$ cat src/rtl/if_fetch_stage_if.sv
// Fetch-stage bus: control/redirect inputs and the PC / IF-ID register outputs.
// The slave modport is the fetch stage; master is the surrounding pipeline.
interface if_fetch_stage_if #(
    parameter int unsigned XLEN = 64
);
    logic            stall;
    logic            switch;
    logic            Flush;
    logic [XLEN-1:0] branch_target;
    logic [31:0]     instr_in;
    logic [XLEN-1:0] pc_out;
    logic [XLEN-1:0] ifid_pc;
    logic [31:0]     ifid_instr;
    logic            ifid_valid;
    logic [15:0]     redirect_count;
    logic            misalign_err;

    modport master (
        output stall, switch, Flush, branch_target, instr_in,
        input  pc_out, ifid_pc, ifid_instr, ifid_valid, redirect_count, misalign_err
    );

    modport slave (
        input  stall, switch, Flush, branch_target, instr_in,
        output pc_out, ifid_pc, ifid_instr, ifid_valid, redirect_count, misalign_err
    );
endinterface

$ cat src/rtl/if_fetch_stage.sv
// Instruction-fetch stage: owns the PC and the IF/ID register, applies branch
// redirects, flushes and load-use stalls, and counts taken redirects.
module if_fetch_stage #(
    parameter int unsigned     XLEN      = 64,
    parameter logic [XLEN-1:0] RESET_PC  = '0,
    parameter logic [31:0]     NOP_INSTR = 32'h0000_0013
) (
    input  logic              clk,
    input  logic              reset,
    if_fetch_stage_if.slave   bus
);
    localparam int unsigned CNT_W   = 16;
    localparam int unsigned INSTR_W = 32;
    localparam logic [CNT_W-1:0] CNT_MAX = '1;

    logic [XLEN-1:0]    pc_q,         pc_d;
    logic [XLEN-1:0]    ifid_pc_q,    ifid_pc_d;
    logic [INSTR_W-1:0] ifid_instr_q, ifid_instr_d;
    logic               ifid_valid_q, ifid_valid_d;
    logic [CNT_W-1:0]   redir_cnt_q,  redir_cnt_d;
    logic               misalign_q,   misalign_d;

    logic [XLEN-1:0]    pc_inc;

    assign pc_inc = pc_q + XLEN'(4);

    // Priority: redirect > flush > stall > normal fetch.
    always_comb begin
        pc_d         = pc_q;
        ifid_pc_d    = ifid_pc_q;
        ifid_instr_d = ifid_instr_q;
        ifid_valid_d = ifid_valid_q;
        redir_cnt_d  = redir_cnt_q;
        misalign_d   = misalign_q;

        if (bus.switch) begin
            pc_d         = {bus.branch_target[XLEN-1:2], 2'b00};
            ifid_pc_d    = pc_q;
            ifid_instr_d = NOP_INSTR;
            ifid_valid_d = 1'b0;
            if (redir_cnt_q != CNT_MAX) begin
                redir_cnt_d = redir_cnt_q + CNT_W'(1);
            end
            if (bus.branch_target[1:0] != 2'b00) begin
                misalign_d = 1'b1;
            end
        end else if (bus.Flush) begin
            ifid_pc_d    = pc_q;
            ifid_instr_d = NOP_INSTR;
            ifid_valid_d = 1'b0;
            if (!bus.stall) begin
                pc_d = pc_inc;
            end
        end else if (!bus.stall) begin
            ifid_pc_d    = pc_q;
            ifid_instr_d = bus.instr_in;
            ifid_valid_d = 1'b1;
            pc_d         = pc_inc;
        end
    end

    always_ff @(posedge clk or posedge reset) begin
        if (reset) begin
            pc_q         <= RESET_PC;
            ifid_pc_q    <= '0;
            ifid_instr_q <= NOP_INSTR;
            ifid_valid_q <= 1'b0;
            redir_cnt_q  <= '0;
            misalign_q   <= 1'b0;
        end else begin
            pc_q         <= pc_d;
            ifid_pc_q    <= ifid_pc_d;
            ifid_instr_q <= ifid_instr_d;
            ifid_valid_q <= ifid_valid_d;
            redir_cnt_q  <= redir_cnt_d;
            misalign_q   <= misalign_d;
        end
    end

    assign bus.pc_out         = pc_q;
    assign bus.ifid_pc        = ifid_pc_q;
    assign bus.ifid_instr     = ifid_instr_q;
    assign bus.ifid_valid     = ifid_valid_q;
    assign bus.redirect_count = redir_cnt_q;
    assign bus.misalign_err   = misalign_q;
endmodule

$ cat src/flat_wrapper.sv
// flat-port wrapper written by rule: the top's interface ports become plain ports
module if_fetch_stage_flat 
#(
    parameter int unsigned     XLEN      = 64,
    parameter logic [XLEN-1:0] RESET_PC  = '0,
    parameter logic [31:0]     NOP_INSTR = 32'h0000_0013
)
  (clk, reset, bus_stall, bus_switch, bus_Flush, bus_branch_target, bus_instr_in, bus_pc_out, bus_ifid_pc, bus_ifid_instr, bus_ifid_valid, bus_redirect_count, bus_misalign_err);
  if_fetch_stage_if #(.XLEN(XLEN)) bus_i ();
  input  logic clk;
  input  logic reset;
  input wire logic [$bits(bus_i.stall)-1:0] bus_stall;
  input wire logic [$bits(bus_i.switch)-1:0] bus_switch;
  input wire logic [$bits(bus_i.Flush)-1:0] bus_Flush;
  input wire logic [$bits(bus_i.branch_target)-1:0] bus_branch_target;
  input wire logic [$bits(bus_i.instr_in)-1:0] bus_instr_in;
  output wire logic [$bits(bus_i.pc_out)-1:0] bus_pc_out;
  output wire logic [$bits(bus_i.ifid_pc)-1:0] bus_ifid_pc;
  output wire logic [$bits(bus_i.ifid_instr)-1:0] bus_ifid_instr;
  output wire logic [$bits(bus_i.ifid_valid)-1:0] bus_ifid_valid;
  output wire logic [$bits(bus_i.redirect_count)-1:0] bus_redirect_count;
  output wire logic [$bits(bus_i.misalign_err)-1:0] bus_misalign_err;
  assign bus_i.stall = bus_stall;
  assign bus_i.switch = bus_switch;
  assign bus_i.Flush = bus_Flush;
  assign bus_i.branch_target = bus_branch_target;
  assign bus_i.instr_in = bus_instr_in;
  assign bus_pc_out = bus_i.pc_out;
  assign bus_ifid_pc = bus_i.ifid_pc;
  assign bus_ifid_instr = bus_i.ifid_instr;
  assign bus_ifid_valid = bus_i.ifid_valid;
  assign bus_redirect_count = bus_i.redirect_count;
  assign bus_misalign_err = bus_i.misalign_err;
  if_fetch_stage #(.XLEN(XLEN), .RESET_PC(RESET_PC), .NOP_INSTR(NOP_INSTR)) u_core (.clk(clk), .reset(reset), .bus(bus_i));
endmodule
$ cat config.mk
export PLATFORM = sky130hd
export DESIGN_NAME = if_fetch_stage_flat
export DESIGN_NICKNAME = d
export VERILOG_FILES = /design/src/rtl/if_fetch_stage_if.sv /design/src/rtl/if_fetch_stage.sv /design/src/flat_wrapper.sv
export SDC_FILE = /design/constraint.sdc
export NUM_CORES = 1
export LEC_CHECK = 0
export ABC_AREA = 1
export BUFFER_PORTS_ARGS = -buffer_cell sky130_fd_sc_hd__buf_2
export CAP_MARGIN = 20
export CORE_MARGIN = 2
export CORE_UTILIZATION = 55
export CTS_CLUSTER_SIZE = 10
export DETAILED_ROUTE_END_ITERATION = 12
export GPL_ROUTABILITY_DRIVEN = 1
export GPL_TIMING_DRIVEN = 0
export PLACE_DENSITY_LB_ADDON = 0.1
export SLEW_MARGIN = 20
export SYNTH_ARGS = -nofsm -noshare
export SYNTH_HDL_FRONTEND = slang
export SYNTH_SLANG_ARGS = --single-unit
$ cat constraint.sdc
create_clock -name clk -period 9.65 [get_ports clk]
set_input_delay 0.4825 -clock clk [delete_from_list [all_inputs] [get_ports clk]]
set_output_delay 0.4825 -clock clk [all_outputs]
set_load 0.01 [all_outputs]
Yosys cells after proc, flatten, opt, wreduce, memory -nomap -nowiden
Cells that the tools add are included.

operators by class
  multiplexer cells = 11
  equal/unequal tests = 3
  add/sub/neg operators = 2
  reductions and logical operators = 3

operators with widths
  kind                   count
  $mux 64                5
  $mux 32                3
  $add 64x3->64 const B  1
  $add 16x1->16 const B  1
  $ne 16x16->1 const B   1
  $reduce_and 2->1       2
  $mux 1                 3
  $ne 3x1->1 const B     1
  $ne 2x1->1 const B     1
  $reduce_bool 2->1      1

word-level totals
  bits in registers = 178
  word-level logic and storage cells = 25
  output and inout bits = 178

Longest topological paths before layout
Gate-level depths: netlist of run 1.

  depth after elaboration = 3
  mapped depth = 11

Worst setup path before layout of run 1
OpenSTA, ideal clock, no wires.

  path type = register to register
  start point = reg u_core.redir_cnt_q[0], in the netlist u_core.bus.redirect_count[0]
  end point = reg u_core.redir_cnt_q[2], in the netlist u_core.bus.redirect_count[2]
  setup slack = 8.010 ns
  cell stages (with the launch flop) = 9
  period minus slack after synthesis = 1.640 ns
  library setup time = 0.130 ns
  arrival time = 1.510 ns
  path through = dfrtp_1 > ha_1 > nand3_1 > nor3_2 > nand3_1 > nand2_2 > buf_4 > nor2_1 > xor2_1

on the way
  cells in the longest elaborated chain, start to end = 2
  elaborated cells on any way between the ends = 3

RTL lines
  item                                                                   RTL line              text
  from (decl)                                                            if_fetch_stage.sv:20  logic [CNT_W-1:0] redir_cnt_q, redir_cnt_d;
  from (signal assigned)                                                 if_fetch_stage.sv:75  redir_cnt_q <= redir_cnt_d;
  parallel branches: the longest is 2 deep, another holds $add 16x1->16  -

Parallel ways; which one is timed is not known.
A chain may end at the register's enable or synchronous reset.

Final worst setup path of run 1
  start point = reg u_core.pc_q[2], in the netlist u_core.bus.pc_out[2]
  end point = reg u_core.pc_q[60], in the netlist u_core.bus.pc_out[60]

on the way
  cells in the longest elaborated chain, start to end = 3

RTL lines
  item                    RTL line                                    text
  from (decl)             if_fetch_stage.sv:16                        logic [XLEN-1:0] pc_q, pc_d;
  from (signal assigned)  if_fetch_stage.sv:71                        pc_q <= pc_d;
  $add 64x3->64           if_fetch_stage.sv:25                        assign pc_inc = pc_q + XLEN'(4);
  $mux 64                 if_fetch_stage.sv:51, if_fetch_stage.sv:54
  $mux 64                 if_fetch_stage.sv:36                        if (bus.switch) begin

Every way passes these cells. The select of a mux whose other input is x is not followed.

==> results of run 1 <==
[layer usage]
metal	share of wire [%]	up-vias	wire (um)
li1	-	4497	-
met1	42	4449	12900
met2	47	470	14300
met3	8.7	60	2680
met4	2.7	0	819
met5	0	-	0
[state kept, by name (all words and copies together), names as in the netlist]
register	cells
u_core.bus.ifid_instr	32
u_core.bus.ifid_pc	62
u_core.bus.ifid_valid	1
u_core.bus.misalign_err	1
u_core.bus.pc_out	62
u_core.bus.redirect_count	16
[worst register-to-register path, stage by stage, from the launching register on]
cell and delay, ns:
dfrtp_1 0.44, ha_1 0.23, nand3_1 0.09, nor2_1 0.26, nand2_1 0.19, nor2_1 0.46, nand3_1 0.14, nand3_1 0.10
nand2_1 0.05
[final timing paths]
check	startpoint	end	slack [ns]
worst max-delay path	u_core.bus.pc_out[2]	u_core.bus.pc_out[60]	7.57
worst min-delay path	reset	u_core.bus.redirect_count[4]	0.12
worst max register to register	u_core.bus.pc_out[2]	u_core.bus.pc_out[60]	7.57
worst min register to register	u_core.bus.ifid_pc[10]	u_core.bus.ifid_pc[10]	0.48
max in group asynchronous	reset	u_core.bus.ifid_instr[1]	8.66
min in group clk	bus_instr_in[23]	u_core.bus.ifid_instr[23]	0.26
[cell type report]
cell class / count / area share (%)
Buffer: 43 / 1.74
Clock buffer: 19 / 3.96
Clock inverter: 13 / 1.51
Inverter: 140 / 4.66
Multi-Input combinational cell: 874 / 35.4
Sequential cell: 174 / 38.1
Tap cell: 220 / 2.41
Timing Repair Buffer: 275 / 12.2
[per-stage QoR]
step	worst slack, ns	utilization, %
2_1_floorplan	4.46	-
3_3_place_gp	2.45	65.7
3_5_place_dp	7.36	65.9
4_1_cts	7.64	69.7
5_1_grt	7.48	69.7
6_report	7.57	69.7
[synth_stat cells (8+ instances only)]
cell / number / area [um2]
nor2_1: 132 / 495
o21ai_1: 12 / 60.1
nor2_2: 8 / 50.1
inv_1: 137 / 514
xor2_1: 22 / 193
o21ai_0: 114 / 571
nand3_1: 90 / 450
a22o_1: 29 / 254
nand2_2: 10 / 62.6
clkbuf_1: 26 / 97.6
dfrtp_1: 171 / 4280
nand2_1: 407 / 1530
buf_2: 9 / 45.0
o21bai_1: 8 / 60.1
o211ai_1: 11 / 82.6
[cell usage in the layout (no fill, tap or decap), drive strengths merged]
cell / instances
a22o: 29
buf: 292
bufinv: 2
clkbuf: 45
clkinv: 7
conb: 4
dfrtp: 171
dfstp: 3
ha: 2
inv: 144
nand2: 417
nand3: 90
nand3b: 1
nand4: 7
nor2: 144
nor3: 2
o211ai: 11
o21ai: 126
o21bai: 8
o221ai: 5
o22a: 3
o311ai: 1
xnor2: 2
xor2: 22
[power groups by stage]
stage                     logic [uW]  registers (uW)  clock network, uW
after floorplan                  160             926                  0
after global placement           348             903                  0
after detailed placement         358             904                  0
after CTS                        361             891                733
after global routing             398             905                766
final                            359             895                733
[cell families (layout without fill, tap and decap cells)]
family          count (synthesis)  in the layout  synth area share, %
other cells                     1              4               0.0411
simple gates                  661            661                 29.6
compound gates                183            183                 12.1
flops                         174            174                 47.8
xor+xnor                       24             24                 2.30
fa+ha+maj                       2              2                0.274
buf+inv                       183            490                 7.94
==> impl_metrics.py, run 1 <==
metrics = {
    "outcome": {
        "outcome": "finished clean",
    },
    "global_routing": {
        "met3_usage_pct": 7.47,
        "grtUsageMet1_pct": 48.5,
        "grt_pass1_wl_um": 47800,
        "antenna_found_initial": 0,
        "grt_pass1_vias": 8790,
        "use_met2_pct": 56.2,
        "grt_max_degree": 97,
        "grt_overflow": 0,
        "busiest_layer": "met2",
        "grt_usage_pct": 35.2,
    },
    "cts": {
        "ctsHoldBuffers": 0,
        "cts-resized-gates": 0,
        "clk_pin_slew_ns": 0.07,
        "postCtsSetupBuffers": 0,
        "cts_made_buffers": 17,
        "ctsRootBufferMaster": "clkbuf_16",
        "cts_tree": "done",
        "cts_sinks": 174,
        "clock_latency_ns": 0.43,
        "cts_buffer_depth": 2,
        "htreeDepth": 4,
    },
    "sta": {
        "setup_viol": 0,
        "clock_skew_ns": 0.0106,
        "worstMarginPinSlew_ns": 0.673,
        "max_freq_ghz": 0.481,
        "slew_violations": 0,
        "whs_ns": 0.121,
        "timing.final.crit_share_pct": 21.5,
        "period_needed_ns": 2.08,
        "hold_violations": 0,
        "tns_ns": 0,
        "relSlewSlack_pct": 54.9,
        "rsz0062_at_grt": "no",
    },
    "finish": {
        "diodes": 0,
        "fillers": 1449,
        "ff_latch_area_um2": 4360,
        "stdcell_area_um2": 11400,
        "final_cell_count_no_fill": 1758,
        "drive_gt1_share_pct": 22.8,
        "area_growth_pct": 25.4,
        "multi_input_area_um2": 4050,
        "nets": 1628,
    },
    "routing": {
        "via_per_inst": 5.39,
        "drt_iter0_markers": 836,
        "antenna_left": 0,
        "drc": 0,
        "vias": 9476,
        "drt_pre_antenna_iters": 6,
        "routed_wl_um": 30700,
        "wl_per_cell_um": 17.4,
    },
    "synthesis": {
        "synth-seq-cells": 174,
        "yosys_warnings": 0,
        "synth_cell_types": 32,
        "synthArstFlopShare_pct": 100,
        "yosys_most_used_dff": "dfrtp_1",
        "syn_inst": 1228,
        "seq_area_frac_synth_pct": 47.8,
        "synth_area_um2": 9130,
        "synth.avg_cell_area_um2": 7.43,
        "synth_edf_count": 0,
    },
    "power": {
        "p_comb_share_pct": 18.1,
        "power.density_nw_per_um2": 174,
        "power_switching_share_pct": 32.0,
        "power.leakage_uw": 0.00586,
        "power_frac_seq_pct": 45.0,
        "intPower_uw": 1350,
        "p_total_uw": 1990,
        "vdd_drop_max_mv": 0.117,
        "pwr-share-clk_pct": 36.9,
        "power_switching_uw": 636,
    },
    "setup_path": {
        "crit_arrival_ns": 2.40,
        "cp-start-kind": "flop",
        "slowest_delay_ns": 0.46,
        "cpMaxStageDelayCell": "nor2_1",
        "cpMostUsedCell": "nand3_1",
        "crit_type": "flop to flop",
        "path_delay_family": "simple AND/OR/NAND/NOR gates",
        "endpoint_kind": "flop",
        "worst_r2r_path_depth": 8,
        "critPathMaxFanout": 6,
        "cp_num_buf_inv": 0,
        "cp.depth": 8,
        "crit_chain": "ha_1 -> nand3_1 -> nor2_1 -> nand2_1 -> nor2_1 -> nand3_1 -> nand3_1 -> nand2_1",
        "cp.required_ns": 9.97,
    },
    "floorplanning": {
        "start_util_pct": 55.6,
        "coreArea_um2": 16400,
        "die_x_um": 133,
        "die_y_um": 133,
        "pin_count": 279,
        "rows": 47,
        "dieArea_um2": 17600,
    },
    "place": {
        "io_buffers": 274,
        "gp_congestion": 0.972,
        "dp_cells": 1726,
        "place.detailed.hpwl_um": 23800,
        "dpl_cell_area_um2": 10800,
    },
    "flow_run": {
        "cap_violations": 0,
    },
    "hold_path": {
        "worstHoldPathType": "primary input to async pin",
    },
}
Note: power is estimated with default switching activity, not from simulation.
==> run 2, diff against run 1 <==
--- a/config.mk
+++ b/config.mk
@@ -5,11 +5,11 @@
 export SDC_FILE = /design/constraint.sdc
 export NUM_CORES = 1
 export LEC_CHECK = 0
-export ABC_AREA = 1
+export ABC_AREA = 0
 export BUFFER_PORTS_ARGS = -buffer_cell sky130_fd_sc_hd__buf_2
 export CAP_MARGIN = 20
 export CORE_MARGIN = 2
-export CORE_UTILIZATION = 55
+export CORE_UTILIZATION = 46
 export CTS_CLUSTER_SIZE = 10
 export DETAILED_ROUTE_END_ITERATION = 12
 export GPL_ROUTABILITY_DRIVEN = 1
==> constraint.sdc (replaced) <==
create_clock -name clk -period 1.8 [get_ports clk]
set_input_delay 0.09 -clock clk [delete_from_list [all_inputs] [get_ports clk]]
set_output_delay 0.09 -clock clk [all_outputs]
set_load 0.01 [all_outputs]
==> run 2 against run 1 <==
The run now ends with setup timing left. Sequential share of layout area fell by 3.4 points. Sequential power rose to 5.3 times the previous value. Clock power grew to 4.8 times the previous value. Synthesized cell count is 30% lower. Utilization grew 4.2 points. First-iteration DRC count decreased by 31%. Setup slack lost 8.0 ns. Critical endpoint is now u_core.bus.pc_out[63]. Highest routed layer unchanged.
==> impl_metrics.py, run 2 <==
metrics = {
    "cts": {
        "clk_pin_slew_ns": 0.07,
        "cts_buffer_depth": 2,
        "cts_tree": "done",
        "cts_made_buffers": 17,
        "htreeDepth": 4,
        "cts_sinks": 174,
        "clock_latency_ns": 0.44,
        "ctsRootBufferMaster": "clkbuf_16",
    },
    "routing": {
        "wl_per_cell_um": 18.0,
        "vias": 8676,
        "via_per_inst": 5.44,
        "drc": 0,
        "wl_met1_um": 11500,
        "met2WireLength_um": 14100,
        "routed_wl_um": 28700,
        "antenna_left": 0,
        "top_layer_used": "met4",
        "drt_iter0_markers": 580,
        "drt_pre_antenna_iters": 5,
        "dr_wl_met3_um": 2200,
    },
    "global_routing": {
        "grt_pass1_wl_um": 43200,
        "grt_usage_pct": 30.2,
        "grt_overflow": 0,
        "antenna_found_initial": 1,
        "grt_max_degree": 31,
        "grt_pass1_vias": 8264,
    },
    "synthesis": {
        "synth_top_area_share_pct": 53.4,
        "yosys_warnings": 0,
        "yosys_most_used_dff": "dfrtp_1",
        "syn_inst": 860,
        "yosys-top-cells-area": "dfrtp_1, nand2_1, xor2_1",
        "synth_cell_types": 54,
        "synth_area_um2": 8020,
        "synthArstFlopShare_pct": 100,
        "synth_edf_count": 0,
        "synth.avg_cell_area_um2": 9.32,
        "synth-seq-cells": 174,
        "yosys.area.top_type": "dfrtp_1",
        "seq_area_frac_synth_pct": 54.4,
        "synth_most_common_cell": "nand2_1",
        "synth_common_cells": "nand2_1, dfrtp_1, o21ai_0, nor2_1, nand3_1",
    },
    "sta": {
        "worst_slack_ns": -0.434,
        "worstMarginPinSlew_ns": 0.626,
        "relSlewSlack_pct": 58.3,
        "clock_skew_ns": 0.0124,
        "setup_viol": 39,
        "timing.final.crit_share_pct": 124,
        "whs_ns": 0.0905,
        "rsz0062_at_grt": "yes",
        "hold_violations": 0,
        "period_needed_ns": 2.23,
        "max_freq_ghz": 0.448,
        "slew_violations": 0,
    },
    "floorplanning": {
        "die_y_um": 136,
        "die_x_um": 136,
        "rows": 48,
        "start_util_pct": 46.7,
        "pin_count": 279,
        "dieArea_um2": 18500,
        "coreArea_um2": 17200,
    },
    "setup_path": {
        "cp.required_ns": 2.09,
        "crit_type": "flop to flop",
        "endpoint_kind": "flop",
        "critPathMaxFanout": 5,
        "crit_arrival_ns": 2.52,
        "cp-start-kind": "flop",
    },
    "place": {
        "gp_congestion": 0.850,
        "dp_slack_ns": -1.04,
        "io_buffers": 273,
        "dpl_cell_area_um2": 9860,
        "place.detailed.hpwl_um": 18300,
    },
    "finish": {
        "multi_input_area_um2": 3880,
        "area_growth_pct": 58.4,
        "drive_gt1_share_pct": 38.5,
        "final_cell_mix": "buf_2, nand2_1, dfrtp_1, dlygate4sd3_1, buf_4",
        "fillers": 1288,
        "utilization_pct": 73.9,
        "layout_commonest_cell": "buf_2",
        "nets": 1460,
        "stdcell_area_um2": 12700,
        "ff_latch_area_um2": 4410,
    },
    "outcome": {
        "outcome": "finished with violations",
        "failed_checks": "setup timing",
    },
    "flow_run": {
        "cap_violations": 0,
    },
    "hold_path": {
        "worstHoldPathType": "primary input to flop",
    },
    "power": {
        "power.leakage_uw": 0.00611,
        "vdd_drop_max_mv": 0.799,
        "p_total_uw": 10500,
        "power.density_nw_per_um2": 828,
    },
}
==> run 2: changes by cell type in the layout (fill, tap and decap cells not counted), moves of 19 or more <==
cell / previous run / this run
dfrtp_1: 171 / 132
buf_4: 5 / 84
dfrtp_2: 0 / 39
dlygate4sd3_1: 0 / 98
nor2_1: 132 / 41
nand4_1: 7 / 26
inv_1: 136 / 7
nand3_1: 90 / 25
buf_6: 1 / 20
o21ai_0: 114 / 23
nand2_1: 407 / 256
==> run 2: kinds of logic (layout without fill, tap and decap cells) <==
logic type	count (synthesis)	after routing	synth area share [%]
compound gates	121	121	10.2
xor+xnor	48	48	5.25
fa+ha+maj	2	2	0.312
buf+inv	55	561	2.79
flops	174	174	54.4
mux	5	5	0.640
other cells	1	5	0.0468
simple gates	454	455	26.4
==> run 2: final timing paths <==
kind | startpoint | end | slack (ns) | cells past startpoint
min in group asynchronous | reset | u_core.bus.ifid_pc[2] | 0.29 | 3
worst min-delay path | bus_Flush | u_core.bus.ifid_instr[0] | 0.09 | 3
worst max-delay path | u_core.bus.pc_out[19] | u_core.bus.pc_out[63] | -0.43 | 5
worst max register to register | u_core.bus.pc_out[19] | u_core.bus.pc_out[63] | -0.43 | 5
max in group asynchronous | reset | u_core.bus.pc_out[39] | 0.59 | 6
worst min register to register | u_core.bus.ifid_pc[30] | u_core.bus.ifid_pc[30] | 0.46 | 2
==> run 2: timing repair <==
item                       CTS  global route
hold endpoints to repair   116             0
hold buffers                98             0
pin swaps                   27            49
buffers inserted            60            41
setup endpoints to repair   72            80
cloned                       1             1
gates resized for setup     88            80
==> run 2: critical path, stage by stage (launching register included) <==
cell and delay [ns]:
dfrtp_1 0.36, nand4_1 0.26, or3_4 0.45, or3_4 0.42
o41ai_2 0.45, a31oi_1 0.14
==> run 2: routing by layer <==
metal,vias to the layer above,track usage (%)
li1,4002,-
met1,4211,38.3
met2,388,50.9
met3,75,6.34
met4,0,11.3
met5,-,0
==> run 2: final cells by class <==
cell class | instances | share of cell area (%)
clock inverters | 14 | 0.897
well taps | 225 | 2.22
diodes | 1 | 0.0197
clock buffers | 18 | 3.46
repair buffers | 477 | 26.1
plain buffers | 44 | 1.69
flip-flops and latches | 174 | 34.7
multi-input cells | 635 | 30.6
inverters | 8 | 0.266
==> run 2: where the power goes <==
part	internal (uW)	switching, uW
registers	4330	426
clock network	1830	1690
logic	1040	1190
==> run 2: stage by stage <==
step | TNS (ns) | std cells
final | -6.91 | 1596
after global routing | -10.84 | 1596
after CTS | -5.37 | 1556
after detailed placement | -56.93 | 1367
after global placement | -345.00 | 1361
after floorplan | -92.74 | 863
